==> config.mk <==
export PLATFORM = sky130hd
export DESIGN_NAME = fetch_queue
export DESIGN_NICKNAME = d
export VERILOG_FILES = /design/src/rtl/fetch_queue_pkg.sv /design/src/rtl/fetch_queue_mem.sv /design/src/rtl/fetch_queue.sv
export SDC_FILE = /design/constraint.sdc
export NUM_CORES = 1
export LEC_CHECK = 0
export CAP_MARGIN = 25
export CORE_MARGIN = 1.5
export CORE_UTILIZATION = 23
export CTS_CLUSTER_DIAMETER = 200
export DETAILED_ROUTE_END_ITERATION = 8
export PLACE_DENSITY = 0.44
export SYNTH_ARGS = -nofsm -noshare
export SYNTH_HDL_FRONTEND = slang
export SYNTH_SLANG_ARGS = --single-unit
==> constraint.sdc <==
create_clock -name clk -period 16 [get_ports clk]
set_clock_uncertainty 0.2 [all_clocks]
set_input_delay 3.2 -clock clk [delete_from_list [all_inputs] [get_ports clk]]
set_output_delay 3.2 -clock clk [all_outputs]
set_load 0.02 [all_outputs]
==> src/rtl/fetch_queue_pkg.sv <==
// Shared definitions for the fetch queue: default depth, bundle layout and
// the PC-select encoding whose ALU value marks a taken redirect.
package fetch_queue_pkg;

  localparam int FQ_DEPTH = 2;

  // Bundle layout inside one storage word, low to high: halt, instr, pc4, pc.
  localparam int FQ_OFF_HALT  = 0;
  localparam int FQ_OFF_INSTR = 1;

  function automatic int fq_off_pc4(input int xlen);
    return FQ_OFF_INSTR + xlen;
  endfunction

  function automatic int fq_off_pc(input int xlen);
    return FQ_OFF_INSTR + 2 * xlen;
  endfunction

  function automatic int fq_width(input int xlen);
    return 3 * xlen + 1;
  endfunction

  // PCSel encoding; PCSel_ALU means the redirect path is taken (drives flush).
  typedef enum logic {
    PCSel_PC4 = 1'b0,
    PCSel_ALU = 1'b1
  } pcsel_e;

endpackage

==> src/rtl/fetch_queue_mem.sv <==
// Bundle storage: one synchronous write port, one combinational read port.
// The array is intentionally not reset; occupancy is tracked by the control.
module fetch_queue_mem #(
  parameter int DEPTH = 2,
  parameter int WIDTH = 97,
  parameter int AW    = (DEPTH > 1) ? $clog2(DEPTH) : 1
) (
  input  logic             clk,
  input  logic             we,
  input  logic [AW-1:0]    waddr,
  input  logic [WIDTH-1:0] wdata,
  input  logic [AW-1:0]    raddr,
  output logic [WIDTH-1:0] rdata
);

  logic [WIDTH-1:0] mem [DEPTH];

  // Write the incoming bundle into the tail slot.
  always_ff @(posedge clk) begin
    if (we) mem[waddr] <= wdata;
  end

  // Head slot is read out combinationally.
  always_comb begin
    rdata = mem[raddr];
  end

endmodule

==> src/rtl/fetch_queue.sv <==
// Fetch-to-decode decoupling queue: in-order FIFO of {pc, pc4, instr, halt}
// bundles with redirect flush and halt locking.
module fetch_queue
  import fetch_queue_pkg::*;
#(
  parameter int DEPTH = FQ_DEPTH,
  parameter int XLEN  = 32
) (
  input  logic                     clk,
  input  logic                     rst,
  input  logic                     enq_valid,
  output logic                     enq_ready,
  input  logic [XLEN-1:0]          enq_pc,
  input  logic [XLEN-1:0]          enq_pc4,
  input  logic [XLEN-1:0]          enq_instr,
  input  logic                     enq_halt,
  input  logic                     flush,
  output logic                     deq_valid,
  input  logic                     deq_ready,
  output logic [XLEN-1:0]          deq_pc,
  output logic [XLEN-1:0]          deq_pc4,
  output logic [XLEN-1:0]          deq_instr,
  output logic                     deq_halt,
  output logic [$clog2(DEPTH):0]   count,
  output logic                     halted
);

  localparam int PW      = $clog2(DEPTH);
  localparam int CW      = PW + 1;
  localparam int W       = fq_width(XLEN);
  localparam int OFF_PC4 = fq_off_pc4(XLEN);
  localparam int OFF_PC  = fq_off_pc(XLEN);

  logic [PW-1:0] head;
  logic [PW-1:0] tail;
  logic          halt_lock;
  logic          full;
  logic          enq_fire;
  logic          deq_fire;
  logic [W-1:0]  wdata;
  logic [W-1:0]  rdata;

  // Handshake qualifiers depend only on registered state.
  always_comb begin
    full      = (count == CW'(DEPTH));
    enq_ready = !full && !halt_lock && !halted;
    deq_valid = (count != '0);
    enq_fire  = enq_valid && enq_ready;
    deq_fire  = deq_valid && deq_ready;
  end

  // Pack the incoming bundle into a storage word.
  always_comb begin
    wdata                   = '0;
    wdata[FQ_OFF_HALT]      = enq_halt;
    wdata[FQ_OFF_INSTR +: XLEN] = enq_instr;
    wdata[OFF_PC4 +: XLEN]  = enq_pc4;
    wdata[OFF_PC +: XLEN]   = enq_pc;
  end

  // A flushed enqueue must not land in storage.
  fetch_queue_mem #(
    .DEPTH (DEPTH),
    .WIDTH (W),
    .AW    (PW)
  ) u_mem (
    .clk   (clk),
    .we    (enq_fire && !flush),
    .waddr (tail),
    .wdata (wdata),
    .raddr (head),
    .rdata (rdata)
  );

  // Present the head bundle; an empty queue shows zeros.
  always_comb begin
    deq_pc    = '0;
    deq_pc4   = '0;
    deq_instr = '0;
    deq_halt  = 1'b0;
    if (deq_valid) begin
      deq_pc    = rdata[OFF_PC +: XLEN];
      deq_pc4   = rdata[OFF_PC4 +: XLEN];
      deq_instr = rdata[FQ_OFF_INSTR +: XLEN];
      deq_halt  = rdata[FQ_OFF_HALT];
    end
  end

  // Pointer, occupancy and halt state; flush overrides any handshake.
  always_ff @(posedge clk or posedge rst) begin
    if (rst) begin
      head      <= '0;
      tail      <= '0;
      count     <= '0;
      halt_lock <= 1'b0;
      halted    <= 1'b0;
    end else if (flush) begin
      head      <= '0;
      tail      <= '0;
      count     <= '0;
      halt_lock <= 1'b0;
    end else begin
      if (enq_fire) tail <= tail + 1'b1;
      if (deq_fire) head <= head + 1'b1;
      if (enq_fire && !deq_fire) count <= count + 1'b1;
      else if (!enq_fire && deq_fire) count <= count - 1'b1;
      if (enq_fire && enq_halt) halt_lock <= 1'b1;
      if (deq_fire && deq_halt) halted <= 1'b1;
    end
  end

endmodule

# Yosys cells after proc, flatten, opt, wreduce, memory -nomap -nowiden
# Memories as Yosys holds them, arrays and structs flattened.
# Cells that the tools add are included.
# Widths: inputs -> output; s select.
[totals] ramBits=194 register_bits=6 mem_count=1 inputBits=102
[op_classes] addsub=4 muxes=15 n_reduce_logical=21 bitwise_logic=1 n_eq_ne=1
[mem_list] memory="u_mem.mem" depth=2 width=97 rd=1 rd_ports_with_merged_regs=0 wr=1 line_no="fetch_queue_mem.sv:16" rtl="logic [WIDTH-1:0] mem [DEPTH];"
[ops] cell="$mux 32" n=3
[ops] cell="$logic_and 1x1->1" n=9
[ops] cell="$mux 1" n=9
[ops] cell="$reduce_bool 2->1" n=4
[ops] cell="$logic_not 1->1" n=6
[ops] cell="$mux 2" n=3
[ops] cell="$reduce_bool 3->1" n=1
[ops] cell="$add 1x1->1 const B" n=2
[ops] cell="$add 2x1->2 const B" n=1
[ops] cell="$eq 2x2->1 const B" n=1
[ops] cell="$reduce_and 2->1" n=1
[ops] cell="$sub 2x1->2 const B" n=1
[ops] cell="$not 1->1" n=1

# Logic depth before layout (Yosys ltp)
# Gate-level depths: netlist of run 1.
[logic_depth] ltp_word=10 ltp_mapped=5 mapped_depth_nobuf=3

# Hierarchy
# From an unflattened synthesis of run 1, not the netlist that was laid out.
[unflattened] hier_cells=445 hier_area_um2=8096.5
[by_module_without_submodules] mod="fetch_queue_mem" cells_each=304 instances=1 area_each_um2=7129.3
[by_module_without_submodules] mod="fetch_queue" cells_each=141 instances=1 area_each_um2=967.2

# Worst setup path before layout of run 1
# No wires, ideal clock.
[synth_timing] kind="input to register" startpoint="input enq_valid" endpoint="memory u_mem.mem[1][0], enable pin" cell_stages=3 setup_time_ns=0.691 arrival_ns=10.798 slack_ns=4.311 t_required_ns=15.109 path_cell_list="nor3b_1 -> nand2_1 -> nor3b_1"
[synth_between] elab_chain_len=4
[synth_rtl] element="start: declaration" line_no="fetch_queue.sv:11" rtl="input logic enq_valid,"
[synth_rtl] element="$logic_and 1x1->1" line_no="fetch_queue.sv:48" rtl="enq_fire = enq_valid && enq_ready;"
[synth_rtl] element="$logic_and 1x1->1" line_no="fetch_queue.sv:68" rtl=".we (enq_fire && !flush),"
[synth_rtl] element="$mux 1" line_no="fetch_queue_mem.sv:20" rtl="if (we) mem[waddr] <= wdata;"
[synth_rtl] element="$mux 1 (implied by the code)" line_no="fetch_queue_mem.sv:20"
[synth_rtl] element="end: declaration" line_no="fetch_queue_mem.sv:16"
# No other way between the ends.

# Worst setup path after layout of run 1
[layout_timing] startpoint="register count[1]" endpoint="output deq_halt"
[layout_between] elab_chain_len=2
[layout_rtl] element="start: declaration" line_no="fetch_queue.sv:24" rtl="output logic [$clog2(DEPTH):0] count,"
[layout_rtl] element="start signal: assignment" line_no="fetch_queue.sv:105" rtl="if (enq_fire && !deq_fire) count <= count + 1'b1;"
[layout_rtl] element="start signal: assignment" line_no="fetch_queue.sv:106" rtl="else if (!enq_fire && deq_fire) count <= count - 1'b1;"
[layout_rtl] element="$reduce_bool 2->1" line_no="fetch_queue.sv:47" rtl="deq_valid = (count != '0);"
[layout_rtl] element="$mux 1" line_no="fetch_queue.sv:81" rtl="if (deq_valid) begin"
[layout_rtl] element="end: declaration" line_no="fetch_queue.sv:23" rtl="output logic deq_halt,"
# No other way between the ends.

==> results of run 1 <==
[worst max-delay path, delay by kind of cell, from the launching register on]
| family | cells | cell delay (ns) |
|---|---|---|
| buf+inv | 2 | 1.29 |
| flops | 1 | 0.49 |
| simple gates | 2 | 0.91 |
[power by group through the flow]
stage / clock network, uW / logic (uW) / registers [uW]
4_1_cts: 417 / 357 / 633
6_report: 402 / 348 / 632
3_5_place_dp: 0 / 355 / 645
5_1_grt: 436 / 377 / 636
3_3_place_gp: 0 / 354 / 643
2_1_floorplan: 0 / 192 / 641
[cell families (layout without fill, tap and decap cells)]
kind of cell	count (synthesis)	count (layout)	synth area share [%]
other cells	0	1	0
flops	200	200	78.6
xor+xnor	1	1	0.115
compound gates	8	8	0.691
mux	97	97	12.8
simple gates	115	115	6.17
buf+inv	25	244	1.61
[path summary, 6_finish.rpt]
check                      cells after the start  startpoint               end
setup reg to reg                               5      halted  u_mem.mem[1][67]
hold / removal                                 1      halted            halted
setup / recovery                               4    count[1]          deq_halt
hold reg to reg                                1      halted            halted
max in group asynchronous                      2         rst              head
min in group asynchronous                      2         rst         halt_lock
[registers in the layout (all words and copies together), names as in the netlist]
name / count
count: 2
halt_lock: 1
u_mem.mem: 194
head: 1
halted: 1
tail: 1
[per-layer routing]
metal	global-route usage, %	vias to the layer above	part of all wire (%)
li1	-	2063	-
met1	11.5	2115	38
met2	19.9	129	54
met3	3.22	22	6.2
met4	3.67	4	1.6
met5	0	-	0.17
[per-stage QoR]
stage	hold slack [ns]	instances	cell area, um^2	util (%)	worst slack (ns)
6_report	0.357	1108	10700	32.9	9.47
5_1_grt	0.393	1108	10700	32.9	9.15
4_1_cts	0.358	1106	10700	32.8	9.15
3_5_place_dp	0.345	1075	10100	31.2	9.47
3_3_place_gp	0.336	1075	10100	31.2	9.47
2_1_floorplan	0.309	446	7600	-	4.31
[cell usage in the layout (no fill, tap or decap), types with 2 or more instances in the layout]
cell type and instances:
nor2_1 100, nand2_1 3, buf_4 6, o21ai_0 2
mux2i_1 97, a31oi_1 2, dfrtp_1 5, clkinv_4 7
inv_1 3, clkbuf_1 2, clkbuf_16 17, edfxtp_1 194
inv_8 4, clkdlybuf4s50_1 203
[final cells by class]
class                      count  share of cell area, %
tap                          442                   5.16
inverter                       3                  0.105
timing repair buffer         210                   19.6
sequential                   200                   55.8
antenna                        1                 0.0234
clock inverter                12                   1.06
clock buffer                  19                   4.04
multi-input combinational    221                   14.2
==> impl_metrics.sql, run 1 <==
INSERT INTO impl_metrics (metric_group, metric, value, unit) VALUES
('global_routing', 'largest_net_degree_at_the_start_of_global_routing', '66', ''),
('detailed_routing', 'route.detailed.wl_per_inst', '16.2', 'um'),
('setup_path', 'worst-path-max-fanout', '65', ''),
('clock_network', 'clock_slew_seen_by_the_registers_of_the_worst_setup_and_hold_paths', '0.07', 'ns'),
('clock_network', 'cts_buffers', '17', ''),
('global_routing', 'globalRouteTotalUtil', '10.7', '%'),
('power_and_ir_drop', 'vdd_drop_max', '0.0500', 'mV'),
('floorplan', 'die_area', '34100', 'um^2'),
('synth', 'combined_area_of_all_synthesized_cells', '7600', 'um^2'),
('status', 'outcome', 'finished, final reports clean', ''),
('setup_path', 'critical_path_required', '12.60', 'ns'),
('clock_network', 'ctsResizeCount', '0', ''),
('clock_network', 'cts-root-buf', 'clkbuf_16', ''),
('final_layout', 'regArea', '5980', 'um^2'),
('setup_path', 'list_of_cells_traversed_by_the_critical_path', 'nor2_4, buf_4, nor2_1, clkdlybuf4s50_1', ''),
('synth', 'list_of_most_frequent_post_synthesis_cells', '194 x edfxtp_1, 100 x nor2_1, 97 x mux2i_1', ''),
('power_and_ir_drop', 'part_of_the_total_power_dissipated_in_combinational_logic', '25.2', '%'),
('synth', 'post_synth_main_area_contributors', 'edfxtp_1 77%, mux2i_1 13%, nor2_1 4.9%, dfrtp_1 2.0%, buf_2 0.72%', ''),
('final_layout', 'layout-drive-gt1-share', '6.32', '%'),
('synth', 'yosys_register_bits', '200', ''),
('floorplan', 'row_count', '66', ''),
('global_routing', 'antenna_found_initial', '3', ''),
('synth', 'synth_flop_cell', 'edfxtp_1', ''),
('detailed_routing', 'num_vias', '4333', ''),
('detailed_routing', 'vias_per_cell', '3.91', ''),
('synth', 'synth_async_sr_flop_share', '3.00', '%'),
('synth', 'synth_top_cell_by_area', 'edfxtp_1', ''),
('floorplan', 'pin_count', '204', ''),
('floorplan', 'initial_core_util', '23.4', '%'),
('global_routing', 'grt_pass1_wl', '27.0', 'mm'),
('detailed_routing', 'ant_nets', '0', ''),
('timing', 'final_hold_viols', '0', ''),
('synth', 'synth_top_area_share', '76.7', '%'),
('synth', 'yosysUniqueCellTypes', '27', ''),
('synth', 'synthCells', '446', ''),
('floorplan', 'die_width', '185', 'um'),
('timing', 'timing.final.setup_violations', '0', ''),
('timing', 'period_needed', '6.53', 'ns'),
('clock_network', 'clock-sinks', '200', ''),
('synth', 'synth-warning-count', '0', ''),
('setup_path', 'timing.critical_path.from_type', 'flip-flop', ''),
('detailed_routing', 'remaining_drc_errors', '0', ''),
('power_and_ir_drop', 'power.static_leakage', '0.00334', 'uW'),
('synth', 'synth_seq_area_share', '78.6', '%'),
('global_routing', 'grt.overflow.total', '0', ''),
('timing', 'final_period_utilization', '40.8', '%'),
('final_layout', 'multiInputGateArea', '1520', 'um^2'),
('detailed_routing', 'totalWireLength', '17.9', 'mm'),
('timing', 'final.setup.tns', '0', 'ns'),
('timing', 'worstMarginPinSlew', '0.845', 'ns'),
('setup_path', 'cpMaxStageDelayCell', 'nor2_4', ''),
('power_and_ir_drop', 'power_per_cell_area', '129', 'nW/um^2'),
('clock_network', 'cts.repair_timing.setup_buffer_count', '0', ''),
('placed_design', 'port_buffers', '203', ''),
('power_and_ir_drop', 'p_int', '976', 'uW'),
('clock_network', 'clock_latency_on_the_worst_skew_pair', '0.42', 'ns'),
('final_layout', 'area_growth', '41.0', '%'),
('power_and_ir_drop', 'power.clock.fraction', '29.1', '%'),
('timing', 'timing.max_slew.rel_slack', '43.5', '%'),
('power_and_ir_drop', 'power.total', '1380', 'uW'),
('detailed_routing', 'detailedRoute.firstPassIterationCount', '4', ''),
('floorplan', 'die_height', '185', 'um'),
('timing', 'rsz0062_at_grt', 'no', ''),
('placed_design', 'post_dp_hpwl', '12.0', 'mm'),
('synth', 'synth.avg_cell_area', '17.0', 'um^2'),
('final_layout', 'finalNetCount', '755', ''),
('floorplan', 'core_area', '32500', 'um^2'),
('detailed_routing', 'drt_first_iter_violations', '163', ''),
('timing', 'achievable-frequency', '0.153', 'GHz'),
('clock_network', 'max-clock-path-buffers', '2', ''),
('setup_path', 'critPathMaxStageDelay', '0.71', 'ns');
Note: power is estimated with default switching activity, not from simulation.
==> run 2, diff against run 1 <==
Settings changed: PLACE_DENSITY 0.44 to 0.46.
Clock period 16 ns to 6 ns, I/O delays scaled along.
==> run 2 against run 1 <==
Net effect: design area increased by 0.11%; die area unchanged; hold slack improved by 0.0061 ns; critical path type unchanged; sequential power increased to 2.7 times the previous value; combinational power increased to 2.7 times the previous value; routed wire length decreased by 0.84%; cell count unchanged; via count increased by 1.4%; register-to-register slack got worse by 9.5 ns; critical path depth unchanged; total power increased to 2.7 times the previous value.
==> impl_metrics.sql, run 2 (same netlist as run 1, synthesis figures left out) <==
INSERT INTO impl_metrics (metric_group, metric, value, unit) VALUES
('setup_path', 'timing.critical_path.from_type', 'flip-flop', ''),
('detailed_routing', 'top_layer_used', 'met5', ''),
('clock_network', 'ctsResizeCount', '0', ''),
('global_routing', 'grt.overflow.total', '0', ''),
('setup_path', 'arrival', '2.83', 'ns'),
('setup_path', 'path_class', 'flip-flop to output port', ''),
('detailed_routing', 'dr_wl_met3', '823', 'um'),
('final_layout', 'area_growth', '41.1', '%'),
('timing', 'period_needed', '4.23', 'ns'),
('clock_network', 'clock_latency_on_the_worst_skew_pair', '0.43', 'ns'),
('final_layout', 'flip_flop_count_of_the_largest_register_after_layout', '194', ''),
('final_layout', 'insertedDiodeCount', '0', ''),
('setup_path', 'worst-path-max-fanout', '53', ''),
('power_and_ir_drop', 'power.sequential.fraction', '45.5', '%'),
('final_layout', 'regArea', '5980', 'um^2'),
('placed_design', 'post_dp_hpwl', '11.3', 'mm'),
('clock_network', 'clock_tree_from_tritoncts', 'done', ''),
('power_and_ir_drop', 'sw_frac_of_total', '29.2', '%'),
('power_and_ir_drop', 'net-switching-power', '1090', 'uW'),
('detailed_routing', 'route.detailed.wl_per_inst', '16.0', 'um'),
('global_routing', 'first_global_vias', '4698', ''),
('timing', 'final_period_utilization', '70.6', '%'),
('detailed_routing', 'vias_per_cell', '3.97', ''),
('power_and_ir_drop', 'power_per_cell_area', '347', 'nW/um^2'),
('final_layout', 'layout.cells.most_common_list', '203 x clkdlybuf4s50_1, 194 x edfxtp_1, 100 x nor2_1', ''),
('clock_network', 'cts_hold_buffers', '0', ''),
('detailed_routing', 'totalWireLength', '17.8', 'mm'),
('timing', 'achievable-frequency', '0.236', 'GHz'),
('clock_network', 'clock-sinks', '200', ''),
('timing', 'timing.final.setup_violations', '0', ''),
('final_layout', 'finalNetCount', '755', ''),
('setup_path', 'timing.reg2reg.setup_slack', '3.29', 'ns'),
('floorplan', 'core_area', '32500', 'um^2'),
('timing', 'final.setup.tns', '0', 'ns'),
('final_layout', 'multiInputGateArea', '1530', 'um^2'),
('clock_network', 'cts.repair_timing.setup_buffer_count', '0', ''),
('final_layout', 'layout-drive-gt1-share', '6.31', '%'),
('worst_hold_path', 'worstHoldPathType', 'flip-flop to flip-flop', ''),
('power_and_ir_drop', 'power.clock.fraction', '29.5', '%'),
('floorplan', 'initial_core_util', '23.4', '%'),
('final_layout', 'most_frequent_standard_cell_in_the_layout_excluding_fill_and_tap_cells', 'clkdlybuf4s50_1', ''),
('detailed_routing', 'remaining_drc_errors', '0', ''),
('power_and_ir_drop', 'power.static_leakage', '0.00333', 'uW'),
('timing', 'worstMarginPinSlew', '0.892', 'ns'),
('floorplan', 'pin_count', '204', ''),
('detailed_routing', 'drt_first_iter_violations', '237', ''),
('detailed_routing', 'num_vias', '4394', ''),
('placed_design', 'gp_routability_congestion', '0.718', ''),
('final_layout', 'registers.top_by_ff_count', 'u_mem.mem', ''),
('clock_network', 'cts-root-buf', 'clkbuf_16', ''),
('global_routing', 'grt_pass1_wl', '26.6', 'mm'),
('power_and_ir_drop', 'part_of_the_total_power_dissipated_in_combinational_logic', '25.1', '%'),
('clock_network', 'ctsHtreeMaxLevel', '4', ''),
('timing', 'timing.max_slew.rel_slack', '40.6', '%'),
('floorplan', 'die_width', '185', 'um'),
('final_layout', 'fill_cells', '3242', ''),
('placed_design', 'port_buffers', '203', ''),
('final_layout', 'final_core_area_utilization', '33.0', '%'),
('floorplan', 'row_count', '66', ''),
('detailed_routing', 'wl_met1', '7.70', 'mm'),
('floorplan', 'die_area', '34100', 'um^2'),
('job', 'max_capacitance_violation_count', '0', ''),
('detailed_routing', 'ant_nets', '0', ''),
('power_and_ir_drop', 'vdd_drop_max', '0.188', 'mV'),
('global_routing', 'globalRouteTotalUtil', '10.6', '%'),
('clock_network', 'max-clock-path-buffers', '2', ''),
('global_routing', 'largest_net_degree_at_the_start_of_global_routing', '56', ''),
('status', 'outcome', 'finished, final reports clean', ''),
('global_routing', 'antenna_found_initial', '2', ''),
('clock_network', 'clock_slew_seen_by_the_registers_of_the_worst_setup_and_hold_paths', '0.07', 'ns'),
('detailed_routing', 'detailedRoute.firstPassIterationCount', '4', ''),
('clock_network', 'cts_buffers', '17', ''),
('setup_path', 'critical_path_required', '4.60', 'ns'),
('timing', 'report.final.slew_viol_count', '0', ''),
('timing', 'final_hold_viols', '0', ''),
('detailed_routing', 'wl_met2', '8.99', 'mm'),
('setup_path', 'end_kind', 'output port', ''),
('floorplan', 'die_height', '185', 'um'),
('timing', 'rsz0062_at_grt', 'no', ''),
('final_layout', 'top_regs', 'u_mem.mem x194, count x2', ''),
('power_and_ir_drop', 'p_int', '2630', 'uW');
[run 2: per-stage QoR]
step	instance area [um^2]	instances	setup slack (ns)	total power (uW)	hold WS, ns
after floorplan	7620	446	1.02	2210	0.309
after global placement	10200	1076	2.04	2670	0.334
after detailed placement	10200	1076	2.02	2680	0.344
after CTS	10700	1108	1.66	3800	0.359
after global routing	10700	1108	1.58	3900	0.395
final	10700	1108	1.77	3720	0.363
[run 2: power by group through the flow]
stage | clock network (uW) | logic, uW | registers, uW
6_report | 1100 | 932 | 1690
3_3_place_gp | 0 | 945 | 1720
2_1_floorplan | 0 | 516 | 1700
3_5_place_dp | 0 | 952 | 1720
4_1_cts | 1150 | 956 | 1690
5_1_grt | 1200 | 1000 | 1700
[run 2: layout make-up]
class	instances	share of cell area, %
well taps	442	5.16
repair buffers	210	19.6
inverters	3	0.105
clock inverters	14	1.18
flip-flops and latches	200	55.8
clock buffers	18	4.00
multi-input cells	221	14.3
[run 2: critical path, stage by stage (launching register included)]
cell	delay, ns
dfrtp_4	1.01
buf_12	0.45
mux2i_1	0.30
nor2_1	0.07
clkdlybuf4s50_1	0.56
[run 2: final timing paths]
path                             start               end  depth (start not counted)
worst max-delay path              head       deq_pc4[28]                          4
worst min-delay path            halted            halted                          1
worst max register to register  halted  u_mem.mem[1][37]                          4
worst min register to register  halted            halted                          1
max in group asynchronous          rst              head                          2
min in group asynchronous          rst          count[1]                          2
[run 2: layer usage]
metal | vias to the layer above | GRT usage (%)
met5 | - | 0
met4 | 4 | 4.16
met1 | 2183 | 12.7
met3 | 15 | 2.77
met2 | 122 | 18.0
li1 | 2070 | -
